`src/rtl/serial_sub8.sv`:
```
// Bit-serial two's-complement subtractor, d = a - b, one bit per clock LSB first.
// A single full-adder slice computes a + ~b + 1 with a registered carry.
module serial_sub8 #(
  parameter int WIDTH = 8
) (
  input  logic             clk,
  input  logic             rst_n,
  input  logic             in_valid,
  output logic             in_ready,
  input  logic [WIDTH-1:0] a,
  input  logic [WIDTH-1:0] b,
  output logic             out_valid,
  input  logic             out_ready,
  output logic [WIDTH-1:0] d,
  output logic             bout,
  output logic             ovf
);

  localparam int CW = $clog2(WIDTH);

  typedef enum logic [1:0] {
    IDLE = 2'd0,
    BUSY = 2'd1,
    DONE = 2'd2
  } state_t;

  state_t           state_reg, state_next;
  logic [WIDTH-1:0] a_sr_reg, b_sr_reg, d_sr_reg;
  logic [WIDTH-1:0] d_reg;
  logic [CW-1:0]    count_reg;
  logic             carry_reg, bout_reg, ovf_reg;
  logic             a_msb_reg, b_msb_reg;

  logic             sum_bit, carry_next, last_bit;
  logic [WIDTH-1:0] diff_full;

  // Full-adder slice fed with the inverted subtrahend bit.
  always_comb begin
    sum_bit    = a_sr_reg[0] ^ ~b_sr_reg[0] ^ carry_reg;
    carry_next = (a_sr_reg[0] & ~b_sr_reg[0]) |
                 (a_sr_reg[0] & carry_reg) |
                 (~b_sr_reg[0] & carry_reg);
    diff_full  = {sum_bit, d_sr_reg[WIDTH-1:1]};
    last_bit   = (count_reg == CW'(WIDTH - 1));
  end

  always_comb begin
    state_next = state_reg;
    case (state_reg)
      IDLE:    if (in_valid)  state_next = BUSY;
      BUSY:    if (last_bit)  state_next = DONE;
      DONE:    if (out_ready) state_next = IDLE;
      default:                state_next = IDLE;
    endcase
  end

  always_ff @(posedge clk) begin
    if (!rst_n) begin
      state_reg <= IDLE;
      a_sr_reg  <= '0;
      b_sr_reg  <= '0;
      d_sr_reg  <= '0;
      d_reg     <= '0;
      count_reg <= '0;
      carry_reg <= 1'b0;
      bout_reg  <= 1'b0;
      ovf_reg   <= 1'b0;
      a_msb_reg <= 1'b0;
      b_msb_reg <= 1'b0;
    end else begin
      state_reg <= state_next;
      case (state_reg)
        IDLE: begin
          if (in_valid) begin
            a_sr_reg  <= a;
            b_sr_reg  <= b;
            a_msb_reg <= a[WIDTH-1];
            b_msb_reg <= b[WIDTH-1];
            d_sr_reg  <= '0;
            carry_reg <= 1'b1;
            count_reg <= '0;
          end
        end
        BUSY: begin
          a_sr_reg  <= {1'b0, a_sr_reg[WIDTH-1:1]};
          b_sr_reg  <= {1'b0, b_sr_reg[WIDTH-1:1]};
          d_sr_reg  <= diff_full;
          carry_reg <= carry_next;
          if (last_bit) begin
            // Final bit: publish result; sum_bit is the result MSB.
            count_reg <= '0;
            d_reg     <= diff_full;
            bout_reg  <= ~carry_next;
            ovf_reg   <= (a_msb_reg != b_msb_reg) && (sum_bit != a_msb_reg);
          end else begin
            count_reg <= count_reg + CW'(1);
          end
        end
        default: ;
      endcase
    end
  end

  assign in_ready  = (state_reg == IDLE);
  assign out_valid = (state_reg == DONE);
  assign d         = d_reg;
  assign bout      = bout_reg;
  assign ovf       = ovf_reg;

endmodule

```
`config.mk`:
```
export PLATFORM = sky130hd
export DESIGN_NAME = serial_sub8
export DESIGN_NICKNAME = d
export VERILOG_FILES = /design/src/rtl/serial_sub8.sv
export SDC_FILE = /design/constraint.sdc
export NUM_CORES = 1
export LEC_CHECK = 0
export CAP_MARGIN = 20
export CORE_ASPECT_RATIO = 1.1
export CORE_MARGIN = 2
export CORE_UTILIZATION = 55
export DETAILED_ROUTE_END_ITERATION = 8
export HOLD_SLACK_MARGIN = 0.06
export PLACE_DENSITY = 0.92
export RECOVER_POWER = 25
export SYNTH_ARGS = -nofsm -noshare
export SYNTH_HDL_FRONTEND = slang
export SYNTH_SLANG_ARGS = --single-unit
```
`constraint.sdc`:
```
create_clock -name clk -period 2.05 [get_ports clk]
set_input_delay 0.41 -clock clk [delete_from_list [all_inputs] [get_ports clk]]
set_output_delay 0.41 -clock clk [all_outputs]
set_load 0.005 [all_outputs]
```
==> results.cfg, run 1 <==
[worst_setup_path]
startpoint = state_reg[1]$_SDFFE_PN0P_
cp.arrival_ns = 1.53
required_ns = 1.64
rrSetupSlack_ns = 0.51
worstReg2RegStart = count_reg[0]$_SDFFE_PN0P_
crit_fanout = 11
crit_path_start_kind = flip-flop
path_class = flip-flop to primary output
crit_end = out_valid
reg2reg_depth = 5
timing.rr.end = d[7]$_SDFFE_PN0P_
endpoint_kind = primary output

[sta]
hold_viol_final = 0
setup_viol = 0
tns_ns = 0
post-route-period-util_pct = 94.8
rsz0062_at_grt = false
fmax_mhz = 514
maxSlewHeadroom_pct = 50.3
period_needed_ns = 1.94
tightest_slew_ns = 0.744
maxSlewViolCount = 0
finClkSkew_ns = 0.00939

[logic_synthesis]
synth_cells = 180
syn-cell-area_um2 = 1740
syn_nets = 203
ys_seq_area_share_pct = 47.2
ys_types = 28
ys_seq_elements = 41
synth_warnings = 0
synth.avg_cell_area_um2 = 9.67

[clock_network]
post_cts_hold_buffer_count = 0
cts_root_buf = clkbuf_4
clock_latency_ns = 0.35
clk_path_buf_depth = 2
numCtsBuffers = 5
numClockSinks = 41
cts_resized = 0
cts_tree = built
cts_setup_buffers = 0
clkSlewWorstSetupHoldPaths_ns = 0.11
htreeDepth = 2

[global_routing]
first_global_vias = 1171
track_usage_pct = 19.4
grt_pass1_wl_um = 5370
antenna_found_initial = 0
grt_max_degree = 29
gr-total-overflow = 0

[floorplanning]
dieArea_um2 = 3630
io_pins = 32
die_w_um = 57.6
core_area_um2 = 3020
rows = 21
start_util_pct = 57.6
die_h_um = 63

[detailed_routing]
num_vias = 1336
wl_um = 3270
drcViolationCount = 0
firstDrtPassIters = 4
postRouteAntennaNets = 0
vias_per_cell = 5.48
routedWlPerCell_um = 13.4
drt_iter0_markers = 47

[placed_design]
io_buffers = 31
hpwl_um = 2180
gp_congestion = 0.696

[min_path]
hold_path_class = flip-flop to flip-flop

[power_and_ir_drop]
vdd_drop_max_uv = 596
power_density_nw_per_um2 = 722
power_w = 0.00151
p_leak_nw = 0.790

[flow_run]
cap_violations = 0

[cells_and_area]
finalNetCount = 232
syn2layout_area_growth_pct = 19.8
multi_input_area_um2 = 793
seqCellArea_um2 = 822
drive_gt1_share_pct = 11.0
fillerInstances = 253
diodes = 0

[run_status]
outcome = completed
## layout make-up
cell class,count,area share (%)
Timing Repair Buffer,35,16.2
Sequential cell,41,39.4
Inverter,5,0.900
Multi-Input combinational cell,121,38.1
Tap cell,34,2.04
Clock inverter,1,0.240
Clock buffer,7,3.12
## how the worst min path moves through the flow
| stage | slack (ns) | cells after the start | end | from |
|---|---|---|---|---|
| 4_1_cts | 0.46 | 2 | d[0]$_SDFFE_PN0P_ | d[0]$_SDFFE_PN0P_ |
| 5_1_grt | 0.48 | 2 | d[0]$_SDFFE_PN0P_ | d_sr_reg[1]$_SDFFE_PN0P_ |
| 6_report | 0.46 | 2 | d[0]$_SDFFE_PN0P_ | d[0]$_SDFFE_PN0P_ |
| 2_1_floorplan | 0.43 | 2 | d[0]$_SDFFE_PN0P_ | d_sr_reg[1]$_SDFFE_PN0P_ |
| 3_3_place_gp | 0.45 | 2 | d[5]$_SDFFE_PN0P_ | d[5]$_SDFFE_PN0P_ |
| 3_5_place_dp | 0.45 | 2 | d[0]$_SDFFE_PN0P_ | d_sr_reg[1]$_SDFFE_PN0P_ |
## layout by cell type (no fill, tap or decap), types with 6 or more instances in the layout
master,n
clkdlybuf4s50_1,30
a22oi_1,10
dfxtp_1,40
a211oi_1,6
nand2_1,18
mux2i_1,15
nor2_1,29
a21oi_1,15
a211oi_2,9
## critical path, stage by stage, from the launching register on
cell and delay [ns]:
dfxtp_1 0.48, and2b_1 0.19, clkdlybuf4s50_1 0.51
## cell usage after synthesis
master | number | area [µm²]
fa_1 | 1 | 20.0
nand2_1 | 18 | 67.6
o21bai_2 | 1 | 11.3
nand2b_1 | 3 | 18.8
o21ai_0 | 3 | 15.0
and2b_1 | 1 | 7.51
nand3b_1 | 1 | 7.51
buf_4 | 2 | 15.0
buf_12 | 1 | 20.0
a211oi_1 | 5 | 37.5
nor3_1 | 1 | 5.00
nor2b_1 | 1 | 6.26
clkbuf_1 | 4 | 15.0
ha_1 | 2 | 25.0
mux2i_1 | 15 | 150
o21ba_1 | 1 | 10.0
inv_1 | 5 | 18.8
and3b_1 | 1 | 8.76
a221oi_1 | 1 | 8.76
a22oi_1 | 10 | 75.1
nand3b_2 | 1 | 11.3
nor2_1 | 29 | 109
buf_2 | 3 | 15.0
a21oi_1 | 15 | 75.1
a211oi_2 | 10 | 125
nor3b_1 | 1 | 7.51
buf_6 | 3 | 33.8
dfxtp_1 | 41 | 821
## logic make-up after synthesis
group | count (synthesis) | share of synthesized area, %
AND/OR/NAND/NOR | 57 | 14.3
AO/OA/AOI/OAI | 46 | 20.6
flip-flops | 41 | 47.2
buffers and inverters | 18 | 6.76
multiplexers | 15 | 8.63
adder cells (fa/ha/maj) | 3 | 2.59
## power breakdown
| group | switching (W) | internal (W) | leakage, nW |
|---|---|---|---|
| logic | 0.0000989 | 0.0000991 | 0.413 |
| clock network | 0.000251 | 0.000199 | 0.0413 |
| registers | 0.0000236 | 0.000834 | 0.336 |
## per-stage QoR
step	setup WS (ns)	hold slack (ns)	utilization, %	area (µm²)	std cells
after floorplan	0.738	0.432	-	1740	180
after global placement	0.396	0.448	67.4	2040	236
after detailed placement	0.321	0.446	67.4	2040	236
after CTS	0.00590	0.464	69.7	2110	244
after global routing	0.00298	0.480	69.0	2080	244
final	0.106	0.460	69.0	2080	244
## per-layer routing
| metal | vias to the layer above | global-route usage, % | share of wire [%] |
|---|---|---|---|
| met2 | 37 | 29.3 | 47 |
| met5 | - | 0 | 0 |
| met4 | 0 | 8.72 | 1.9 |
| li1 | 679 | - | - |
| met1 | 612 | 24.8 | 45 |
| met3 | 8 | 6.42 | 6.0 |
(Power assumes the default switching activity.)
==> inputs of run 2 (changes only) <==
SETUP_SLACK_MARGIN = 0.3   (was not set)
SKIP_LAST_GASP = 1   (was not set)
==> run 2 against run 1 <==
  * Cell area grew 2.5%
  * Critical path depth grew 3
  * Setup slack gained 0.23 ns
  * Non-clock buffer count grew 5
  * Register-to-register slack lost 0.05 ns
  * Combinational power grew 3%
  * Clock power is essentially flat
  * Worst hold slack gained 0.00068 ns
==> results.cfg, run 2 (same netlist as run 1, synthesis figures left out) <==
[cells_and_area]
drive_gt1_share_pct = 13.0
fin_util_pct = 70.7
fillerInstances = 243
diodes = 0
layout_common_cells = dfxtp_1 (39), nor2_1 (29), clkdlybuf4s50_1 (28)
seqCellArea_um2 = 828
finalNetCount = 237
syn2layout_area_growth_pct = 22.7
mostFrequentLayoutCell = dfxtp_1
multi_input_area_um2 = 793

[sta]
tns_ns = 0
rsz0062_at_grt = false
hold_viol_final = 0
timing.hold.ws_ns = 0.461
maxSlewHeadroom_pct = 49.1
tightest_slew_ns = 0.762
setup_viol = 0
post-route-period-util_pct = 83.5
period_needed_ns = 1.71
fmax_mhz = 584
maxSlewViolCount = 0
finClkSkew_ns = 0.00926

[worst_setup_path]
required_ns = 2.33
crit_fanout = 28
crit_path_start_kind = input pin
slowest_delay_ns = 0.62
cp_cell_sequence = dlygate4sd3_1, o21ba_1, clkbuf_2, nor2_1, a211oi_2
critical_path_buf_inv_count = 2
worstReg2RegStart = state_reg[1]$_SDFFE_PN0P_
path_class = input pin to flip-flop
timing.rr.end = a_sr_reg[3]$_SDFFE_PN0P_
reg2reg_depth = 5
critPathTopFamily = buffers and inverters
crit_slowest_cell = dlygate4sd3_1
rrSetupSlack_ns = 0.46
endpoint_kind = flip-flop
cp.arrival_ns = 2.00

[power_and_ir_drop]
vdd_drop_max_uv = 593
p_leak_nw = 0.841
power_density_nw_per_um2 = 707

[clock_network]
clkSlewWorstSetupHoldPaths_ns = 0.11
cts_tree = built
post_cts_hold_buffer_count = 0
numCtsBuffers = 5
clk_path_buf_depth = 2
numClockSinks = 41
htreeDepth = 2
cts_root_buf = clkbuf_4
clock_latency_ns = 0.36

[detailed_routing]
routedWlPerCell_um = 13.7
postRouteAntennaNets = 0
num_vias = 1352
drt_iter0_markers = 71
vias_per_cell = 5.43
firstDrtPassIters = 4
drcViolationCount = 0
wl_um = 3420

[global_routing]
antenna_found_initial = 0
first_global_vias = 1206
gr-total-overflow = 0
grt_max_degree = 29
grt_pass1_wl_um = 5560
track_usage_pct = 20.0

[min_path]
holdCritStartpoint = d[0]$_SDFFE_PN0P_
hold_path_end = d[0]$_SDFFE_PN0P_
hold_path_class = flip-flop to flip-flop
holdPathStages = 2

[floorplanning]
io_pins = 32
rows = 21
start_util_pct = 57.6
core_area_um2 = 3020
die_w_um = 57.6
die_h_um = 63
dieArea_um2 = 3630

[placed_design]
hpwl_um = 2180
io_buffers = 31
gp_congestion = 0.696

[flow_run]
cap_violations = 0

[run_status]
outcome = completed
==> run 2: stage by stage <==
| stage | instances | total power, W | worst slack [ns] | area [µm²] |
|---|---|---|---|---|
| after global placement | 236 | 0.00107 | 0.396 | 2040 |
| after global routing | 249 | 0.00159 | 0.222 | 2140 |
| after floorplan | 180 | 0.00102 | 0.738 | 1740 |
| final | 249 | 0.00151 | 0.338 | 2140 |
| after detailed placement | 236 | 0.00108 | 0.321 | 2040 |
| after CTS | 247 | 0.00153 | 0.300 | 2140 |
==> run 2: timing repair <==
item                                    in CTS  in global routing
gates resized for setup                      5                  2
endpoints found under the setup margin       2                  2
buffers inserted                             3                  2
==> run 2: how the worst max path moves through the flow <==
stage	start	to	slack, ns	cells after the start
floorplan	count_reg[0]$_SDFFE_PN0P_	ovf$_SDFFE_PN0P_	0.74	6
global placement	in_valid	a_sr_reg[2]$_SDFFE_PN0P_	0.40	5
detailed placement	in_valid	a_sr_reg[0]$_SDFFE_PN0P_	0.32	5
CTS	state_reg[1]$_SDFFE_PN0P_	in_ready	0.30	2
global route	in_valid	a_sr_reg[0]$_SDFFE_PN0P_	0.22	5
finish	in_valid	a_sr_reg[3]$_SDFFE_PN0P_	0.34	5
==> run 2: worst register-to-register path: stages, from the launching register on <==
cell      delay (ns)
dfxtp_4         0.37
buf_4           0.13
o21ba_1         0.21
clkbuf_2        0.48
nor2_1          0.12
a211oi_2        0.21
==> run 2: layout make-up <==
| cell class | instances | share of cell area [%] |
|---|---|---|
| Sequential cell | 41 | 38.8 |
| Multi-Input combinational cell | 121 | 37.1 |
| Timing Repair Buffer | 40 | 17.9 |
| Clock buffer | 7 | 3.05 |
| Tap cell | 34 | 1.99 |
| Inverter | 5 | 0.879 |
| Clock inverter | 1 | 0.234 |
==> run 2: where the power goes <==
part / switching, W / total [W] / internal (W)
Sequential: 0.0000217 / 0.000854 / 0.000832
Clock: 0.000253 / 0.000452 / 0.000199
Combinational: 0.000103 / 0.000203 / 0.000100
==> run 2: per-layer routing <==
metal | up-vias | GRT usage [%] | routed length [µm]
li1 | 690 | - | -
met1 | 623 | 25.3 | 1560
met2 | 31 | 30.8 | 1600
met3 | 8 | 6.42 | 191
met4 | 0 | 8.72 | 63
met5 | - | 0 | 0
==> inputs of run 3 (changes only) <==
CORE_UTILIZATION = 51   (was 55)
PLACE_DENSITY = 0.87   (was 0.92)
clock period = 1.6 ns   (was 2.05 ns; I/O delays follow)
==> run 3 against run 2 <==
  * Clock skew up 0.0051 ns
  * Utilization down 0.30 points
  * Cell area up 8.8%
  * Die area up 7.3%
  * Count of clock-buffer cells in the layout down 2
  * Setup slack worse by 0.22 ns
  * Non-clock buffer count up 3
==> results.cfg, run 3 (same netlist as run 1, synthesis figures left out) <==
[run_status]
outcome = completed

[power_and_ir_drop]
pwr-share-clk_pct = 32.5
p_leak_nw = 0.880
p_seq_share_pct = 52.4
power.switching_w = 0.000535
power_w = 0.00210
pwr-share-comb_pct = 15.1
swShare_pct = 25.6
vdd_drop_max_uv = 633
internal_power_w = 0.00156
power_density_nw_per_um2 = 901

[cells_and_area]
diodes = 0
syn2layout_area_growth_pct = 33.6
fin_area_um2 = 2320
layout_common_cells = nor2_1 (28), dfxtp_1 (27), clkdlybuf4s50_1 (19)
fillerInstances = 246
drive_gt1_share_pct = 30.7
finalNetCount = 240
mostFrequentLayoutCell = nor2_1

[detailed_routing]
wl_met3_um = 131
vias_per_cell = 5.38
drcViolationCount = 0
drt_iter0_markers = 63
wl_um = 3550
route.top_layer_used = met4
postRouteAntennaNets = 0
firstDrtPassIters = 4
num_vias = 1366
routedLengthMet1_um = 1580
routedWlPerCell_um = 14.0
route.met2.wl_um = 1800

[sta]
fmax_mhz = 676
maxSlewViolCount = 0
tns_ns = 0
finClkSkew_ns = 0.0144
period_needed_ns = 1.48
post-route-period-util_pct = 92.5
timing.hold.ws_ns = 0.463
rsz0062_at_grt = true
maxSlewHeadroom_pct = 68.7
fin_ws_ns = 0.121
tightest_slew_ns = 0.468
setup_viol = 0
hold_viol_final = 0

[floorplanning]
rows = 22
die_w_um = 59.7
core_area_um2 = 3300
io_pins = 32
start_util_pct = 52.7
die_h_um = 65.3
dieArea_um2 = 3900

[clock_network]
cts_root_buf = clkbuf_4
cts_tree = built
clock_latency_ns = 0.35
htreeDepth = 2
clkSlewWorstSetupHoldPaths_ns = 0.13
clk_path_buf_depth = 2
post_cts_hold_buffer_count = 0
numClockSinks = 41
numCtsBuffers = 5

[worst_setup_path]
cp_cell_sequence = and2b_1, clkdlybuf4s15_1
cp.arrival_ns = 1.16
endpoint_kind = primary output
critical_path_buf_inv_count = 1
required_ns = 1.28
critPathTopFamily = flip-flops
crit_path_start_kind = flip-flop
crit_slowest_cell = dfxtp_1
path_class = flip-flop to primary output
crit_fanout = 4
slowest_delay_ns = 0.40

[placed_design]
dp_slack_ns = -0.0278
hpwl_um = 2090
postPlaceCellArea_um2 = 2070
gp_congestion = 0.692
io_buffers = 31

[global_routing]
gr-total-overflow = 0
antenna_found_initial = 0
grt_max_degree = 41
track_usage_pct = 17.9
first_global_vias = 1202
grt_pass1_wl_um = 5300

[flow_run]
cap_violations = 0

[min_path]
hold_path_class = flip-flop to flip-flop
==> run 3: cell count changes in the layout (fill, tap and decap cells not counted), moves of 6 or more <==
cell             delta
a21oi_1             -6
a21oi_2             +6
clkdlybuf4s15_1     +9
clkdlybuf4s50_1     -9
dfxtp_1            -12
dfxtp_2            +14
==> run 3: area by class of cell <==
| cell class | instances | area (µm²) | share of cell area, % |
|---|---|---|---|
| sequential | 41 | 838 | 36.1 |
| timing repair buffer | 43 | 444 | 19.1 |
| multi-input combinational | 121 | 895 | 38.5 |
| clock buffer | 5 | 37.5 | 1.61 |
| inverter | 5 | 18.8 | 0.807 |
| clock inverter | 3 | 46.3 | 1.99 |
| tap | 36 | 45.0 | 1.94 |
==> run 3: power by group through the flow <==
stage,clock network (W),registers (W),logic [W]
after floorplan,0,0.00111,0.000192
after global placement,0,0.00112,0.000262
after detailed placement,0,0.00112,0.000269
after CTS,0.000701,0.00110,0.000278
after global routing,0.000746,0.00111,0.000342
final,0.000681,0.00110,0.000316
==> run 3: what timing repair did <==
item,in CTS,in global routing
setup endpoints to repair,34,39
pin swaps,7,4
gates cloned,0,1
gates resized for setup,40,31
buffers inserted,2,3
==> run 3: tightest hold or removal path, stage by stage, from the launching register on <==
cell and delay (ns):
dfxtp_1 0.34, nand2_1 0.05, a21oi_1 0.05
==> run 3: through the flow <==
step / instances / util (%)
after detailed placement: 240 / 62.7
after CTS: 250 / 66.9
after floorplan: 180 / -
final: 254 / 70.4
after global routing: 254 / 70.4
after global placement: 240 / 62.7
==> run 3: final timing paths <==
check,endpoint,slack (ns),depth (start not counted),startpoint
hold reg to reg,d[0]$_SDFFE_PN0P_,0.46,2,d_sr_reg[1]$_SDFFE_PN0P_
hold / removal,d[0]$_SDFFE_PN0P_,0.46,2,d_sr_reg[1]$_SDFFE_PN0P_
setup / recovery,out_valid,0.12,2,state_reg[0]$_SDFFE_PN0P_
setup reg to reg,ovf$_SDFFE_PN0P_,0.15,5,count_reg[0]$_SDFFE_PN0P_
==> run 3: layer usage <==
layer / vias to the layer above / global-route usage (%)
met4: 0 / 5.83
met3: 4 / 5.91
li1: 699 / -
met2: 22 / 28.3
met5: - / 0
met1: 641 / 22.8
